[src/rtl/accum_arbiter.sv]
// accum_arbiter: two-requester round-robin arbiter feeding a registered accumulator.
// Define ACC_SAT_EN to clamp the accumulator at all-ones on carry instead of wrapping.
module accum_arbiter #(
  parameter int OP_W  = 3,
  parameter int ACC_W = 4
) (
  input  logic             Clock,
  input  logic             Reset,
  input  logic [1:0]       req,
  input  logic [OP_W-1:0]  a0,
  input  logic [OP_W-1:0]  a1,
  input  logic             clr,
  output logic [1:0]       grant,
  output logic [ACC_W-1:0] acc,
  output logic             busy,
  output logic             done,
  output logic             ovf
);
  localparam logic [1:0] IDLE  = 2'd0;
  localparam logic [1:0] GRANT = 2'd1;
  localparam logic [1:0] EXEC  = 2'd2;
  localparam logic [1:0] DONE  = 2'd3;
  logic [1:0]       state_q, state_d;
  logic             last_q, last_d;
  logic [OP_W-1:0]  op_q, op_d;
  logic [ACC_W-1:0] acc_q, acc_d;
  logic             ovf_q, ovf_d;
  logic [ACC_W:0]   sum;
  logic             start, win, clr_idle;
  always_comb begin
    clr_idle = state_q == IDLE && clr;
    start    = state_q == IDLE && |req && !clr;
    // on a tie the requester that did not win last time goes next
    win      = req == 2'b11 ? ~last_q : req[1];
    sum      = {1'b0, acc_q} + {{(ACC_W+1-OP_W){1'b0}}, op_q};
    state_d  = state_q == IDLE ? (start ? GRANT : IDLE) :
               state_q == DONE ? IDLE : state_q + 2'd1;
    last_d   = start ? win : last_q;
    op_d     = state_q == GRANT ? (last_q ? a1 : a0) : op_q;
`ifdef ACC_SAT_EN
    acc_d    = clr_idle ? '0 : state_q == EXEC ? (sum[ACC_W] ? '1 : sum[ACC_W-1:0]) : acc_q;
`else
    acc_d    = clr_idle ? '0 : state_q == EXEC ? sum[ACC_W-1:0] : acc_q;
`endif
    ovf_d    = clr_idle ? 1'b0 : state_q == EXEC ? (ovf_q | sum[ACC_W]) : ovf_q;
  end
  always_ff @(posedge Clock or negedge Reset) begin
    if (!Reset) begin
      state_q <= IDLE;
      last_q  <= 1'b1;
      op_q    <= '0;
      acc_q   <= '0;
      ovf_q   <= 1'b0;
    end else begin
      state_q <= state_d;
      last_q  <= last_d;
      op_q    <= op_d;
      acc_q   <= acc_d;
      ovf_q   <= ovf_d;
    end
  end
  assign grant = state_q == GRANT ? (last_q ? 2'b10 : 2'b01) : 2'b00;
  assign busy  = state_q != IDLE;
  assign done  = state_q == DONE;
  assign acc   = acc_q;
  assign ovf   = ovf_q;
endmodule
[config.mk]
export PLATFORM = sky130hd
export DESIGN_NAME = accum_arbiter
export DESIGN_NICKNAME = d
export VERILOG_FILES = /design/src/rtl/accum_arbiter.sv
export SDC_FILE = /design/constraint.sdc
export NUM_CORES = 1
export LEC_CHECK = 0
export ABC_AREA = 1
export CAP_MARGIN = 20
export CORE_UTILIZATION = 47
export CTS_CLUSTER_DIAMETER = 200
export CTS_CLUSTER_SIZE = 10
export DETAILED_ROUTE_END_ITERATION = 16
export GPL_ROUTABILITY_DRIVEN = 1
export PLACE_DENSITY = 0.92
export SYNTH_ARGS = -nofsm -noshare
export SYNTH_HDL_FRONTEND = slang
export SYNTH_SLANG_ARGS = --single-unit
export TNS_END_PERCENT = 50
[constraint.sdc]
create_clock -name Clock -period 2.3 [get_ports Clock]
set_clock_uncertainty 0.1 [all_clocks]
set_input_delay 0.23 -clock Clock [delete_from_list [all_inputs] [get_ports Clock]]
set_output_delay 0.23 -clock Clock [all_outputs]
set_load 0.05 [all_outputs]
==> impl_metrics.tcl <==
set metrics [dict create \
    rows 12 \
    wl_per_cell_um 14.4 \
    avgViaCountPerCell 5.24 \
    cp-end-kind "output pin" \
    clock-sinks 11 \
    insertedDiodeCount 0 \
    clk_pin_slew_ns 0.08 \
    avgSynthCellArea_um2 8.64 \
    async_reset_ff_share_pct 100 \
    drt-met1-wl_um 678 \
    synth-edff-count 0 \
    synthCells 72 \
    rsz0062_at_grt "no" \
    drcViolationCount 0 \
    finalHoldViolations 0 \
    yosys.area.top_type "dfrtp_1" \
    synthTopCellsByArea "dfrtp_1 (40%), ha_1 (14%), nand2_1 (10%), inv_1 (7.2%), nand3_1 (4.8%)" \
    path_max_fanout 3 \
    synth_top_cell_area_share_pct 40.2 \
    layout-drive-gt1-share_pct 8.42 \
    htreeDepth 1 \
    peakVddDrop_mv 0.829 \
    grt_pass1_vias 555 \
    synth_common_cells "nand2_1 (17), inv_1 (12), dfrtp_1 (10)" \
    synth_ff_type "dfrtp_1" \
    synth_cell_types 18 \
    io_buffer_count 19 \
    r2r_slack_ns 0.65 \
    dieArea_mm2 0.00147 \
    synth_nets 91 \
    grt_pass1_wl_um 2470 \
    leakagePower_nw 0.454 \
    clk_latency_ns 0.28 \
    maxCapViolCount 0 \
    wl_met3_um 50 \
    route.antenna.remaining_nets 0 \
    initial_core_util_pct 53.1 \
    finalCritPeriodShare_pct 87.1 \
    crit_start "state_q[1]" \
    grt_usage_pct 26.2 \
    gp_congestion 0.690 \
    finalNetCount 115 \
    area_growth_pct 38.0 \
    power.density_mw_per_mm2 1570 \
    wl_um 1570 \
    ys_ff_latch 11 \
    cts_tree "yes" \
    route.met2.wl_um 802 \
    netlist_area_um2 622 \
    outcome "finished, final reports clean" \
    reg2reg_to "acc[2]" \
    dr.max_layer_used "met4" \
    cpPeakStageDelay_ns 0.81 \
    r2r_cells 7 \
    ys_warn_count 0 \
    nFillCells 91 \
    cp_cell_sequence "ha_1 -> clkdlybuf4s50_1" \
    worstSetupStartpointType "register" \
    drtIter0Drc 11 \
    die_width_um 38.4 \
    numCtsBuffers 3 \
    finalSetupViolCount 0 \
    cp.arrival_ns 1.67 \
    num_io_pins 20 \
    timing.hold.ws_ns 0.181 \
    relSlewSlack_pct 65.5 \
    cts_resized 0 \
    fmax_ghz 0.499 \
    r2r_start "acc[0]" \
    post_cts_buffers 0 \
    first_pass_iters 4 \
    cts_root_buffer "clkbuf_4" \
    antenna_found_initial 0 \
    overflow 0 \
    report.final.slew_viol_count 0 \
    critPathKind "reg -> out" \
    fin_crit_ns 2.00 \
    dp_hpwl_um 1150 \
    fp.dieH_um 38.4 \
    required_ns 1.97 \
    hold_class "in -> async" \
    ctsLongestPathBuffers 2 \
    hold_buffers 0 \
    synth.most_common_cell "nand2_1" \
    tightest_slew_ns 0.515 \
    grt_max_degree 12 \
    slowest_stage "clkdlybuf4s50_1" \
    setup_tns_ns 0 \
    core_mm2 0.00117 \
    cp-endpoint "done" \
    vias 571 \
    seq_area_frac_synth_pct 44.5 \
]
worst min path at each step:
stage               cells after the start     end  slack, ns  startpoint
finish                                  1  acc[0]       0.18       Reset
global route                            1  acc[0]       0.22       Reset
CTS                                     1  acc[0]       0.20       Reset
detailed placement                      1     ovf       0.39         ovf
global placement                        1     ovf       0.38         ovf
floorplan                               0  acc[0]      -0.17       Reset
critical path: cells and delay by family, from the launching register on:
kind / cells / cell delay [ns]
DFF: 1 / 0.39
adders and majority gates: 1 / 0.19
buffers and inverters: 1 / 0.81
cells by family after synthesis:
family | synth area share [%]
AOI/OAI and AO/OA | 9.66
adders and majority gates | 17.3
buffers and inverters | 7.24
DFF | 44.5
and+or+nand+nor | 21.3
power by group:
| group | leakage, nW | internal (mW) | total, mW | switching, mW |
|---|---|---|---|---|
| logic | 0.305 | 0.288 | 0.824 | 0.537 |
| registers | 0.134 | 0.295 | 0.384 | 0.0889 |
| clock network | 0.0150 | 0.0674 | 0.142 | 0.0743 |
| total | 0.454 | 0.650 | 1.35 | 0.700 |
layer usage:
layer | track usage, % | vias to the layer above
li1 | - | 275
met1 | 30.9 | 268
met2 | 44.9 | 21
met3 | 3.49 | 7
met4 | 15.5 | 0
met5 | 0 | -
per-stage QoR:
| stage | utilization, % | worst slack (ns) | instance area [um^2] | total power, mW | std cells |
|---|---|---|---|---|---|
| 2_1_floorplan | - | 0.527 | 622 | 0.944 | 72 |
| 3_3_place_gp | 70.6 | 0.420 | 827 | 1.15 | 105 |
| 3_5_place_dp | 70.6 | 0.311 | 827 | 1.20 | 105 |
| 4_1_cts | 72.9 | 0.00342 | 853 | 1.34 | 109 |
| 5_1_grt | 73.3 | 0.242 | 858 | 1.45 | 109 |
| 6_report | 73.3 | 0.296 | 858 | 1.35 | 109 |
final cells by class:
class	instances	area, um^2	share of cell area, %
well taps	14	17.5	2.04
clock buffers	4	26.3	3.06
multi-input cells	49	300	35.0
flip-flops and latches	11	277	32.2
inverters	12	45.0	5.25
repair buffers	19	193	22.4
registers in the layout, summed over array words and instances, names as in the netlist:
register,count
ovf,1
acc,4
state_q,2
last_q,1
op_q,3
placed cells by master (no fill, tap or decap):
cell type         n
nand2_1          17
clkdlybuf4s50_1  16
inv_1            12
dfrtp_1          10
nor2_1            7
ha_1              7
nand3_1           6
clkbuf_4          3
o21ai_0           2
dlymetal6s2s_1    2
o32ai_1           1
nor2_2            1
o21ai_1           1
o211ai_1          1
o31ai_1           1
nand2_2           1
a21oi_1           1
a21oi_2           1
o21a_1            1
fa_1              1
clkbuf_1          1
dfstp_2           1
buf_4             1
(Power assumes the default switching activity.)
